**config.mk**
```make
export PLATFORM = sky130hd
export DESIGN_NAME = par_sink_arbiter_flat
export DESIGN_NICKNAME = d
export VERILOG_FILES = /design/src/rtl/par_sink_arbiter_if.sv /design/src/rtl/par_sink_arbiter.sv /design/src/flat_wrapper.sv
export SDC_FILE = /design/constraint.sdc
export NUM_CORES = 1
export LEC_CHECK = 0
export CORE_UTILIZATION = 39
export CTS_CLUSTER_DIAMETER = 30
export DETAILED_ROUTE_END_ITERATION = 6
export PLACE_DENSITY = 0.88
export SLEW_MARGIN = 20
export SYNTH_ARGS = -nofsm -noshare
export SYNTH_HDL_FRONTEND = slang
export SYNTH_SLANG_ARGS = --single-unit
export TNS_END_PERCENT = 5
```
**constraint.sdc**
```tcl
create_clock -name clk -period 2 [get_ports clk]
set_input_delay 0.2 -clock clk [delete_from_list [all_inputs] [get_ports clk]]
set_output_delay 0.2 -clock clk [all_outputs]
set_load 0.1 [all_outputs]
```
**src/rtl/par_sink_arbiter_if.sv**
```systemverilog
// ---------------------------------------------------------------------------
// par_sink_arbiter_if
// Bundle of the four requester channels and the single sink channel that
// par_sink_arbiter sits between.
//
// Handshake (both sides): an item moves on a posedge where valid=1 and busy=0.
// A source keeps its item and valid stable while it sees busy=1.
//
// Signals
//   item_in0..3 / valid0..3 : requester items and valids   (master -> slave)
//   busy0..3                : per-requester busy            (slave  -> master)
//   item_out / valid_out    : item presented to the sink    (slave  -> master)
//   busy_in                 : sink channel busy             (master -> slave)
// Item layout: item[W-1:ADDR_BITS] = payload, item[ADDR_BITS-1:0] = address.
// ---------------------------------------------------------------------------
`ifndef PAYLOAD_SIZE
`define PAYLOAD_SIZE 8
`endif
`ifndef ADDR_BITS
`define ADDR_BITS 4
`endif

interface par_sink_arbiter_if #(
    parameter int W = `PAYLOAD_SIZE + `ADDR_BITS
);
    logic [W-1:0] item_in0;
    logic [W-1:0] item_in1;
    logic [W-1:0] item_in2;
    logic [W-1:0] item_in3;
    logic         valid0;
    logic         valid1;
    logic         valid2;
    logic         valid3;
    logic         busy0;
    logic         busy1;
    logic         busy2;
    logic         busy3;
    logic [W-1:0] item_out;
    logic         valid_out;
    logic         busy_in;

    // Environment side: drives the requesters and the sink's busy.
    modport master (
        output item_in0, item_in1, item_in2, item_in3,
        output valid0, valid1, valid2, valid3,
        output busy_in,
        input  busy0, busy1, busy2, busy3,
        input  item_out, valid_out
    );

    // Arbiter side.
    modport slave (
        input  item_in0, item_in1, item_in2, item_in3,
        input  valid0, valid1, valid2, valid3,
        input  busy_in,
        output busy0, busy1, busy2, busy3,
        output item_out, valid_out
    );
endinterface

```
**src/rtl/par_sink_arbiter.sv**
```systemverilog
// ---------------------------------------------------------------------------
// par_sink_arbiter
// Four-requester round-robin arbiter feeding one sink through a single
// output register. Optional burst locking keeps a granted requester for up
// to `burst` consecutive grants; an optional address check flags items whose
// destination address does not match the sink's id.
//
// Ports
//   clk             : clock, all state updates on posedge
//   reset           : asynchronous, active-high reset
//   bus (slave)     : requester channels + sink channel, see par_sink_arbiter_if
//   err_misroute    : sticky flag, set when a forwarded item had a wrong address
//   xfer_count      : number of items delivered to the sink (wraps at 16 bits)
//   o_dbg_state     : FSM state (0 = IDLE, 1 = LOCK)
//   o_dbg_burst_cnt : grants given to the locked requester so far
//   o_dbg_ptr       : last granted port (round-robin pointer)
//
// Parameters
//   id    : sink address; -1 disables the address check
//   burst : max consecutive grants to one requester (1..15)
// ---------------------------------------------------------------------------
`ifndef PAYLOAD_SIZE
`define PAYLOAD_SIZE 8
`endif
`ifndef ADDR_BITS
`define ADDR_BITS 4
`endif

module par_sink_arbiter #(
    parameter int id    = -1,
    parameter int burst = 1
) (
    input  logic              clk,
    input  logic              reset,
    par_sink_arbiter_if.slave bus,
    output logic              err_misroute,
    output logic [15:0]       xfer_count,
    output logic              o_dbg_state,
    output logic [3:0]        o_dbg_burst_cnt,
    output logic [1:0]        o_dbg_ptr
);
    localparam int          AB       = `ADDR_BITS;
    localparam int          W        = `PAYLOAD_SIZE + `ADDR_BITS;
    localparam logic [3:0]  BURST_L  = 4'(burst);
    localparam bit          LOCK_EN  = (burst > 1);
    localparam bit          CHECK_EN = (id != -1);
    localparam logic [31:0] ID_VEC   = id;
    localparam logic [AB-1:0] ID_ADDR = ID_VEC[AB-1:0];

    typedef enum logic {
        S_IDLE = 1'b0,
        S_LOCK = 1'b1
    } state_t;

    // Registers
    state_t        r_state;
    logic [3:0]    r_burst_cnt;
    logic [1:0]    r_lock_port;
    logic [1:0]    r_ptr;
    logic [W-1:0]  r_out_reg;
    logic          r_out_full;
    logic [15:0]   r_xfer_count;
    logic          r_err;

    // Combinational
    logic [W-1:0]  w_item [4];
    logic [3:0]    w_valid;
    logic          w_rr_found;
    logic [1:0]    w_rr_idx;
    logic [1:0]    w_cand;
    logic          w_lock_hold;
    logic          w_win_valid;
    logic [1:0]    w_win_idx;
    logic [W-1:0]  w_win_item;
    logic [AB-1:0] w_win_addr;
    logic          w_acc;
    logic          w_accept;
    logic          w_out_xfer;

    assign w_item[0] = bus.item_in0;
    assign w_item[1] = bus.item_in1;
    assign w_item[2] = bus.item_in2;
    assign w_item[3] = bus.item_in3;
    assign w_valid   = {bus.valid3, bus.valid2, bus.valid1, bus.valid0};

    // Round-robin search starting one past the last granted port. The k=4
    // step wraps back to r_ptr itself, so the last winner is tried last.
    always_comb begin
        w_rr_found = 1'b0;
        w_rr_idx   = 2'd0;
        w_cand     = 2'd0;
        for (int k = 1; k <= 4; k++) begin
            w_cand = r_ptr + 2'(k);
            if (!w_rr_found && w_valid[w_cand]) begin
                w_rr_found = 1'b1;
                w_rr_idx   = w_cand;
            end
        end
    end

    // While locked, the lock owner wins outright as long as it still has an
    // item and has not used up its burst; otherwise fall back to round-robin.
    assign w_lock_hold = (r_state == S_LOCK) && w_valid[r_lock_port] &&
                         (r_burst_cnt < BURST_L);
    assign w_win_valid = w_lock_hold || w_rr_found;
    assign w_win_idx   = w_lock_hold ? r_lock_port : w_rr_idx;
    assign w_win_item  = w_item[w_win_idx];
    assign w_win_addr  = w_win_item[AB-1:0];

    // The output register can take a new item if it is empty or is being
    // emptied on this same edge.
    assign w_acc      = !r_out_full || !bus.busy_in;
    assign w_accept   = w_acc && w_win_valid;
    assign w_out_xfer = r_out_full && !bus.busy_in;

    assign bus.busy0 = !(w_accept && (w_win_idx == 2'd0));
    assign bus.busy1 = !(w_accept && (w_win_idx == 2'd1));
    assign bus.busy2 = !(w_accept && (w_win_idx == 2'd2));
    assign bus.busy3 = !(w_accept && (w_win_idx == 2'd3));

    assign bus.item_out  = r_out_reg;
    assign bus.valid_out = r_out_full;

    assign err_misroute    = r_err;
    assign xfer_count      = r_xfer_count;
    assign o_dbg_state     = r_state;
    assign o_dbg_burst_cnt = r_burst_cnt;
    assign o_dbg_ptr       = r_ptr;

    always_ff @(posedge clk or posedge reset) begin
        if (reset) begin
            r_state      <= S_IDLE;
            r_burst_cnt  <= 4'd0;
            r_lock_port  <= 2'd0;
            r_ptr        <= 2'd3;
            r_out_reg    <= '0;
            r_out_full   <= 1'b0;
            r_xfer_count <= 16'd0;
            r_err        <= 1'b0;
        end else begin
            // Output register: a new accept wins over the plain drain case,
            // which lets delivery and refill happen on the same edge.
            if (w_accept) begin
                r_out_reg  <= w_win_item;
                r_out_full <= 1'b1;
                r_ptr      <= w_win_idx;
            end else if (w_out_xfer) begin
                r_out_full <= 1'b0;
            end

            if (w_out_xfer) begin
                r_xfer_count <= r_xfer_count + 16'd1;
            end

            // Misrouted items are still forwarded; only the flag records it.
            if (w_accept && CHECK_EN && (w_win_addr != ID_ADDR)) begin
                r_err <= 1'b1;
            end

            case (r_state)
                S_IDLE: begin
                    if (w_accept && LOCK_EN) begin
                        r_state     <= S_LOCK;
                        r_lock_port <= w_win_idx;
                        r_burst_cnt <= 4'd1;
                    end
                end
                S_LOCK: begin
                    // Backpressure (w_acc=0) freezes the lock as it is.
                    if (w_acc) begin
                        if (w_lock_hold) begin
                            r_burst_cnt <= r_burst_cnt + 4'd1;
                        end else if (w_accept) begin
                            // Lock released; the round-robin winner of this
                            // same cycle immediately starts a fresh lock.
                            r_lock_port <= w_win_idx;
                            r_burst_cnt <= 4'd1;
                        end else begin
                            r_state     <= S_IDLE;
                            r_burst_cnt <= 4'd0;
                        end
                    end
                end
                default: begin
                    r_state     <= S_IDLE;
                    r_burst_cnt <= 4'd0;
                end
            endcase
        end
    end
endmodule

```
**src/flat_wrapper.sv**
```systemverilog
// flat-port wrapper written by rule: the top's interface ports become plain ports
module par_sink_arbiter_flat 
#(
    parameter int id    = -1,
    parameter int burst = 1
)
  (clk, reset, err_misroute, xfer_count, o_dbg_state, o_dbg_burst_cnt, o_dbg_ptr, bus_item_in0, bus_item_in1, bus_item_in2, bus_item_in3, bus_valid0, bus_valid1, bus_valid2, bus_valid3, bus_busy_in, bus_busy0, bus_busy1, bus_busy2, bus_busy3, bus_item_out, bus_valid_out);
  par_sink_arbiter_if bus_i ();
  input  logic clk;
  input  logic reset;
  output logic err_misroute;
  output logic [15:0] xfer_count;
  output logic o_dbg_state;
  output logic [3:0] o_dbg_burst_cnt;
  output logic [1:0] o_dbg_ptr;
  input wire logic [$bits(bus_i.item_in0)-1:0] bus_item_in0;
  input wire logic [$bits(bus_i.item_in1)-1:0] bus_item_in1;
  input wire logic [$bits(bus_i.item_in2)-1:0] bus_item_in2;
  input wire logic [$bits(bus_i.item_in3)-1:0] bus_item_in3;
  input wire logic [$bits(bus_i.valid0)-1:0] bus_valid0;
  input wire logic [$bits(bus_i.valid1)-1:0] bus_valid1;
  input wire logic [$bits(bus_i.valid2)-1:0] bus_valid2;
  input wire logic [$bits(bus_i.valid3)-1:0] bus_valid3;
  input wire logic [$bits(bus_i.busy_in)-1:0] bus_busy_in;
  output wire logic [$bits(bus_i.busy0)-1:0] bus_busy0;
  output wire logic [$bits(bus_i.busy1)-1:0] bus_busy1;
  output wire logic [$bits(bus_i.busy2)-1:0] bus_busy2;
  output wire logic [$bits(bus_i.busy3)-1:0] bus_busy3;
  output wire logic [$bits(bus_i.item_out)-1:0] bus_item_out;
  output wire logic [$bits(bus_i.valid_out)-1:0] bus_valid_out;
  assign bus_i.item_in0 = bus_item_in0;
  assign bus_i.item_in1 = bus_item_in1;
  assign bus_i.item_in2 = bus_item_in2;
  assign bus_i.item_in3 = bus_item_in3;
  assign bus_i.valid0 = bus_valid0;
  assign bus_i.valid1 = bus_valid1;
  assign bus_i.valid2 = bus_valid2;
  assign bus_i.valid3 = bus_valid3;
  assign bus_i.busy_in = bus_busy_in;
  assign bus_busy0 = bus_i.busy0;
  assign bus_busy1 = bus_i.busy1;
  assign bus_busy2 = bus_i.busy2;
  assign bus_busy3 = bus_i.busy3;
  assign bus_item_out = bus_i.item_out;
  assign bus_valid_out = bus_i.valid_out;
  par_sink_arbiter #(.id(id), .burst(burst)) u_core (.clk(clk), .reset(reset), .bus(bus_i), .err_misroute(err_misroute), .xfer_count(xfer_count), .o_dbg_state(o_dbg_state), .o_dbg_burst_cnt(o_dbg_burst_cnt), .o_dbg_ptr(o_dbg_ptr));
endmodule
```
; ---- Yosys cells after proc, flatten, opt, wreduce, memory -nomap -nowiden
; Index checks and enable logic that the tools add are counted.
[word_totals]
register_bits = 38
latch_bits = 0
ramBits = 0
romBits = 0
in_bits = 55
output_inout_bits = 41
elab_cells = 80
memories = 0
[op_classes]
addsub = 5
mul = 0
div_mod_pow = 0
order_cmp = 7
n_eq_ne = 3
n_shift = 0
n_mux = 30
bitwise = 2
reduce_logical = 26
[ops]
columns = op, count
row1 = binary-select mux 12 bit (select 2 bit), 1
row2 = two-way mux 12 bit, 2
row3 = "adder 16 x 1 -> 16 bit, second input constant", 1
row4 = two-way mux 1 bit, 16
row5 = "less-than comparator 2 x 3 -> 1 bit, second input constant", 5
row6 = logical AND 1 bit, 11
row7 = binary-select mux 1 bit (select 2 bit), 5
row8 = two-way mux 2 bit, 5
row9 = zero test 1 bit, 9
row10 = "adder 2 bit, second input constant", 2
row11 = "adder 4 x 1 -> 4 bit, second input constant", 1
row12 = "== test 2 bit, second input constant", 2
row13 = "less-than comparator 4 x 1 -> 1 bit, second input constant", 1
row14 = two-way mux 4 bit, 1
row15 = AND reduction 4 bit, 1
row16 = "greater-or-equal comparator 3 bit, second input constant", 1
row17 = NOT 2 -> 3 bit, 1
row18 = "adder 2 x 1 -> 2 bit, second input constant", 1
row19 = "== test 2 x 1 -> 1 bit, second input constant", 1
row20 = zero test 2 bit, 1
row21 = logical OR 1 bit, 2
row22 = AND reduction 2 bit, 1
row23 = nonzero test 2 bit, 1
row24 = NOT 1 bit, 1

; ---- Depth between registers and ports, before layout
[logic_depth]
ltp_word = 19
ltp_mapped = 9
depth_no_buf = 7

; ---- Least setup slack after synthesis
; No wires, ideal clock.
[synth_path]
path_type = flip-flop to output port
from = register u_core.r_burst_cnt[0], in the netlist u_core.o_dbg_burst_cnt[0]
to = output port bus_busy0
arrival_time_ns = 3.132
required_time_ns = 1.800
setup_slack_ns = -1.332
path_stages_with_launch = 8
n_path_buf = 1
cell_sequence = dfrtp_1 inv_1 ha_1 and4bb_2 and3_1 a21oi_1 clkbuf_1 nand3_1
[synth_between]
elab_chain_cells = 6
word_cells_on_any_way = 8
cone_classes = order compare (1) / mux (1) / reduce/logical (6)
[synth_lines]
columns = item, line_no
row1 = start: declaration, par_sink_arbiter.sv:57  ; logic [3:0] r_burst_cnt;
row2 = start signal: assignment, par_sink_arbiter.sv:172  ; r_burst_cnt <= r_burst_cnt + 4'd1;
row3 = less-than comparator 4 x 1 -> 1 bit (*), par_sink_arbiter.sv:104  ; (r_burst_cnt < BURST_L);
row4 = logical AND 1 bit (*), par_sink_arbiter.sv:103  ; assign w_lock_hold = (r_state == S_LOCK) && w_valid[r_lock_port] &&
row5 = two-way mux 2 bit or logical OR 1 bit (tied branches), "par_sink_arbiter.sv:106, par_sink_arbiter.sv:105"
row6 = zero test 2 bit or logical AND 1 bit (tied branches), "par_sink_arbiter.sv:116, par_sink_arbiter.sv:113"
row7 = logical AND 1 bit (*), par_sink_arbiter.sv:116  ; assign bus.busy0 = !(w_accept && (w_win_idx == 2'd0));
row8 = zero test 1 bit (*), par_sink_arbiter.sv:116
row9 = end: declaration, flat_wrapper.sv:25  ; output wire logic [$bits(bus_i.busy0)-1:0] bus_busy0;
; Every way passes the cells marked *; elsewhere a longest branch is shown, timed or not.

; ---- Final worst setup path
[layout_path]
from = register u_core.r_burst_cnt[0], in the netlist u_core.o_dbg_burst_cnt[0]
to = output port bus_busy1
[layout_between]
elab_chain_cells = 6
word_cells_on_any_way = 8
cone_classes = order compare (1) / eq/ne (1) / mux (1) / reduce/logical (5)
[layout_lines]
columns = item, line_no
row1 = less-than comparator 4 x 1 -> 1 bit (*), par_sink_arbiter.sv:104
row2 = logical AND 1 bit (*), par_sink_arbiter.sv:103
row3 = two-way mux 2 bit or logical OR 1 bit (tied branches), "par_sink_arbiter.sv:106, par_sink_arbiter.sv:105"
row4 = == test 2 x 1 -> 1 bit or logical AND 1 bit (tied branches), "par_sink_arbiter.sv:117, par_sink_arbiter.sv:113"
row5 = logical AND 1 bit (*), par_sink_arbiter.sv:117  ; assign bus.busy1 = !(w_accept && (w_win_idx == 2'd1));
row6 = zero test 1 bit (*), par_sink_arbiter.sv:117
row7 = end: declaration, flat_wrapper.sv:26  ; output wire logic [$bits(bus_i.busy1)-1:0] bus_busy1;
; Marked as above.

==> impl_metrics.ini <==
[yosys]
synthArstFlopShare_pct = 100.0
postSynthNetCount = 302
synth.ff_latch_count = 38
synth_seq_area_share_pct = 40.13
top_area_cell_type_share_of_the_netlist_area_pct = 37.91
synth.top_cells.by_area = dfrtp_1 (38%), o2111ai_1 (11%), nand2_1 (6.2%)
synthFlopType = dfrtp_1
post_synth_instance_area_mm2 = 0.002376
netlist.top_cell.by_area = dfrtp_1
netlist_instances = 244
synth_edf_count = 0
synth_area_per_cell_um2 = 9.738
synthesis.yosys.warnings = 1
synth.lib_cells_used.distinct = 44

[clock_tree]
worstSkewPairLatency_ps = 290
numCtsBuffers = 5
clock_path_buffers = 2
clock-sinks = 38
tritoncts = done
cts.reportedPaths.clkPinSlew_ps = 80
postCtsHoldBufs = 0
h_tree_levels = 2
clock_tree.root_cell = clkbuf_8

[setup_path]
critical_path.max_stage_delay_ps = 480
worst-path-max-fanout = 4
timing.critical_path.to_type = output pin
crit_type = reg -> out
crit_path_cell_trace = inv_2, ha_1, and4bb_2, nand3b_1, a211o_1, or3_4, buf_12
reg2reg_slack_ps = -140
worst_r2r_src = u_core.o_dbg_ptr[1]$_DFFE_PP1N_
crit-reg2reg-capture = u_core.bus.item_out[8]$_DFFE_PP0N_
count_of_buffering_cells_on_the_critical_path_with_inverters_included = 2
critical_path.startpoint_type = flop
worst_r2r_path_depth = 7
worst_path_dominant_cell_family = simple AND/OR/NAND/NOR gates
arrival_time_of_data_at_the_critical_path_endpoint_ps = 2200
cp_slowest_cell = dfrtp_4
worst_ep_required_time_ps = 1800

[drt]
drc_errors = 0
drt_iter0_markers = 122
dr_total_vias = 2430
drt_pass1_iterations = 4
wirelength_per_cell_um = 15.85
viasPerCell = 5.473
ant_nets = 0
routed_wl_um = 7037

[global_routing]
globalRoute.totalOverflow = 0
grt_use_total_pct = 23.78
pin_count_of_the_biggest_net_entering_global_routing = 38
grt_antenna_before_repair = 0
first_global_vias = 2432
global_route_wire_length_before_repair_um = 11650

[sta]
timing_hold_violations_final = 0
maxSlewHeadroom_pct = 59.75
fin_worst_hold_slack_ps = 245.1
tightestPinTransition_ps = 601.0
final.period_utilization_pct = 120.2
setup_repair_after_global_routing_missed_its_margin = true
finalWorstSetupSlack_ps = -404.6
report.final.setup_viol = 16
time_the_final_worst_path_needs_with_i_o_delays_and_setup_ps = 2405
fin_worst_skew_ps = 4.981
final_max_slew_viol_count = 0
fmax_ghz = 0.4159

[status]
violated_checks = negative setup slack
run_status = finished, violations left

[die]
die_area_mm2 = 0.006409
fp-row-count = 28
top_level_ports = 96
die_width_um = 80.06
dieHeight_um = 80.06
start_util_pct = 40.37
floorplan.core_area_mm2 = 0.005886

[cells_and_area]
final_layout_size_suffix_gt1_share_pct = 34.15
antenna-diode-count = 0
final_cell_count_no_fill = 444
post_route_design_area_mm2 = 0.003830
syn2layout_area_growth_pct = 61.19
final_core_util_pct = 65.07
final_net_count = 426

[flow_run]
max-cap-violations = 0

[place]
post_dp_cell_area_mm2 = 0.003617
numPortBuffers = 94
hpwlAfterDp_um = 5382
placed_cells_incl_taps = 433
globalplace.congestion = 0.8300

[pwr]
ir_drop_v = 0.001061
power_per_cell_area_mw_per_mm2 = 1101
power.leakage_uw = 0.001714

[hold_path]
type_of_the_worst_min_delay_path = in -> async
-- flip-flops by register name, summed over array words and instances, names as in the netlist --
| name | cells |
|---|---|
| u_core.r_lock_port | 2 |
| u_core.xfer_count | 16 |
| u_core.bus.valid_out | 1 |
| u_core.o_dbg_burst_cnt | 4 |
| u_core.o_dbg_state | 1 |
| u_core.bus.item_out | 12 |
| u_core.o_dbg_ptr | 2 |
-- cell families after synthesis --
kind of cell | after synthesis | synth area share, %
adder cells (fa/ha/maj) | 3 | 1.580
other | 1 | 0.1578
XOR/XNOR | 15 | 5.529
AND/OR/NAND/NOR | 81 | 16.96
multiplexers | 8 | 4.476
AO/OA/AOI/OAI | 62 | 23.80
buffers and inverters | 36 | 7.372
flip-flops | 38 | 40.13
-- area by class of cell --
type,count,area [µm²]
fill,468,2056
multi-input combinational,170,1313
timing repair buffer,134,1239
sequential,38,970.9
tap,75,93.84
clock buffer,6,82.58
inverter,19,71.32
clock inverter,2,60.06
-- per-layer routing --
metal / global-route usage, % / routed length [µm]
met5: 0 / 0
met3: 5.114 / 457
met4: 6.964 / 92
met1: 29.98 / 2897
met2: 40.68 / 3589
-- synth_stat cells (2+ instances only) --
| cell type | instances |
|---|---|
| a21o_1 | 3 |
| a21oi_1 | 2 |
| and2_1 | 3 |
| buf_2 | 8 |
| buf_6 | 2 |
| clkbuf_1 | 5 |
| dfrtp_1 | 36 |
| dfstp_2 | 2 |
| ha_1 | 3 |
| inv_1 | 19 |
| mux2_2 | 3 |
| mux2_4 | 2 |
| mux2i_1 | 2 |
| nand2_1 | 39 |
| nand2b_1 | 5 |
| nand3_1 | 7 |
| nand3b_1 | 2 |
| nand4_1 | 4 |
| nor2_1 | 8 |
| nor2b_1 | 3 |
| o2111ai_1 | 29 |
| o2111ai_2 | 7 |
| o21ai_0 | 3 |
| o22a_1 | 12 |
| or4_1 | 3 |
| xnor2_1 | 12 |
| xor2_1 | 3 |
-- worst reg2reg max path: stages (launching register included) --
cell and delay (ps):
dfstp_4 660, nand3b_1 80, a31oi_1 520, a211o_1 240, buf_4 130, buf_6 120, o22a_1 150, o2111ai_2 110
-- through the flow --
step	TNS, ps	total power (µW)	setup WS (ps)
final	-2899	4218	-404.6
after global routing	-4648	4387	-501.7
after CTS	-2589	4224	-402.4
after detailed placement	-5044	3377	-324.8
after global placement	-4210	3342	-297.6
after floorplan	-5011	2756	-404.8
-- how the worst max path moves through the flow --
stage | slack (ps) | startpoint | to | cells past startpoint
global placement | -300 | bus_valid2 | bus_busy0 | 8
floorplan | -400 | u_core.o_dbg_burst_cnt[0]$_DFFE_PP0P_ | bus_busy1 | 7
detailed placement | -320 | bus_valid2 | u_core.bus.item_out[8]$_DFFE_PP0N_ | 8
global route | -500 | u_core.o_dbg_burst_cnt[1]$_DFFE_PP0P_ | bus_busy1 | 7
finish | -400 | u_core.o_dbg_burst_cnt[0]$_DFFE_PP0P_ | bus_busy1 | 7
CTS | -400 | u_core.o_dbg_burst_cnt[0]$_DFFE_PP0P_ | bus_busy1 | 7
-- layout by cell type (no fill, tap or decap), types with 2 or more instances in the layout --
master            n
bufinv_16         2
nor2b_1           3
mux2_2            3
a21o_1            2
inv_2             2
ha_1              3
clkdlybuf4s50_1  54
mux2i_1           2
dfrtp_1          29
nor2_1            8
dfrtp_4           2
and2_1            3
xnor2_1          12
dfrtp_2           5
buf_6             6
and3_4            2
mux2_4            2
o22a_1           12
clkbuf_8          6
inv_1            17
buf_12            6
xor2_1            3
o2111ai_1        27
nand4_1           4
o2111ai_2         9
o21ai_0           3
nand3b_1          2
buf_4            68
nand3_1           6
nand2b_1          4
nand2_1          38
or4_1             3
-- power breakdown --
group	internal [µW]	leakage (µW)	total, µW	switching (µW)
Combinational	667	0.00118	2320	1660
Clock	532	0.0000714	805	273
Sequential	929	0.000467	1090	161
Total	2130	0.00171	4220	2090
-- what timing repair did --
item | 4_1_cts | 5_1_grt
gates resized for setup | 8 | 4
setup buffers | 3 | 0
pin swaps | 6 | 0
setup endpoints to repair | 16 | 16
endpoints found under the hold margin | 0 | 0
(Power assumes the default switching activity.)
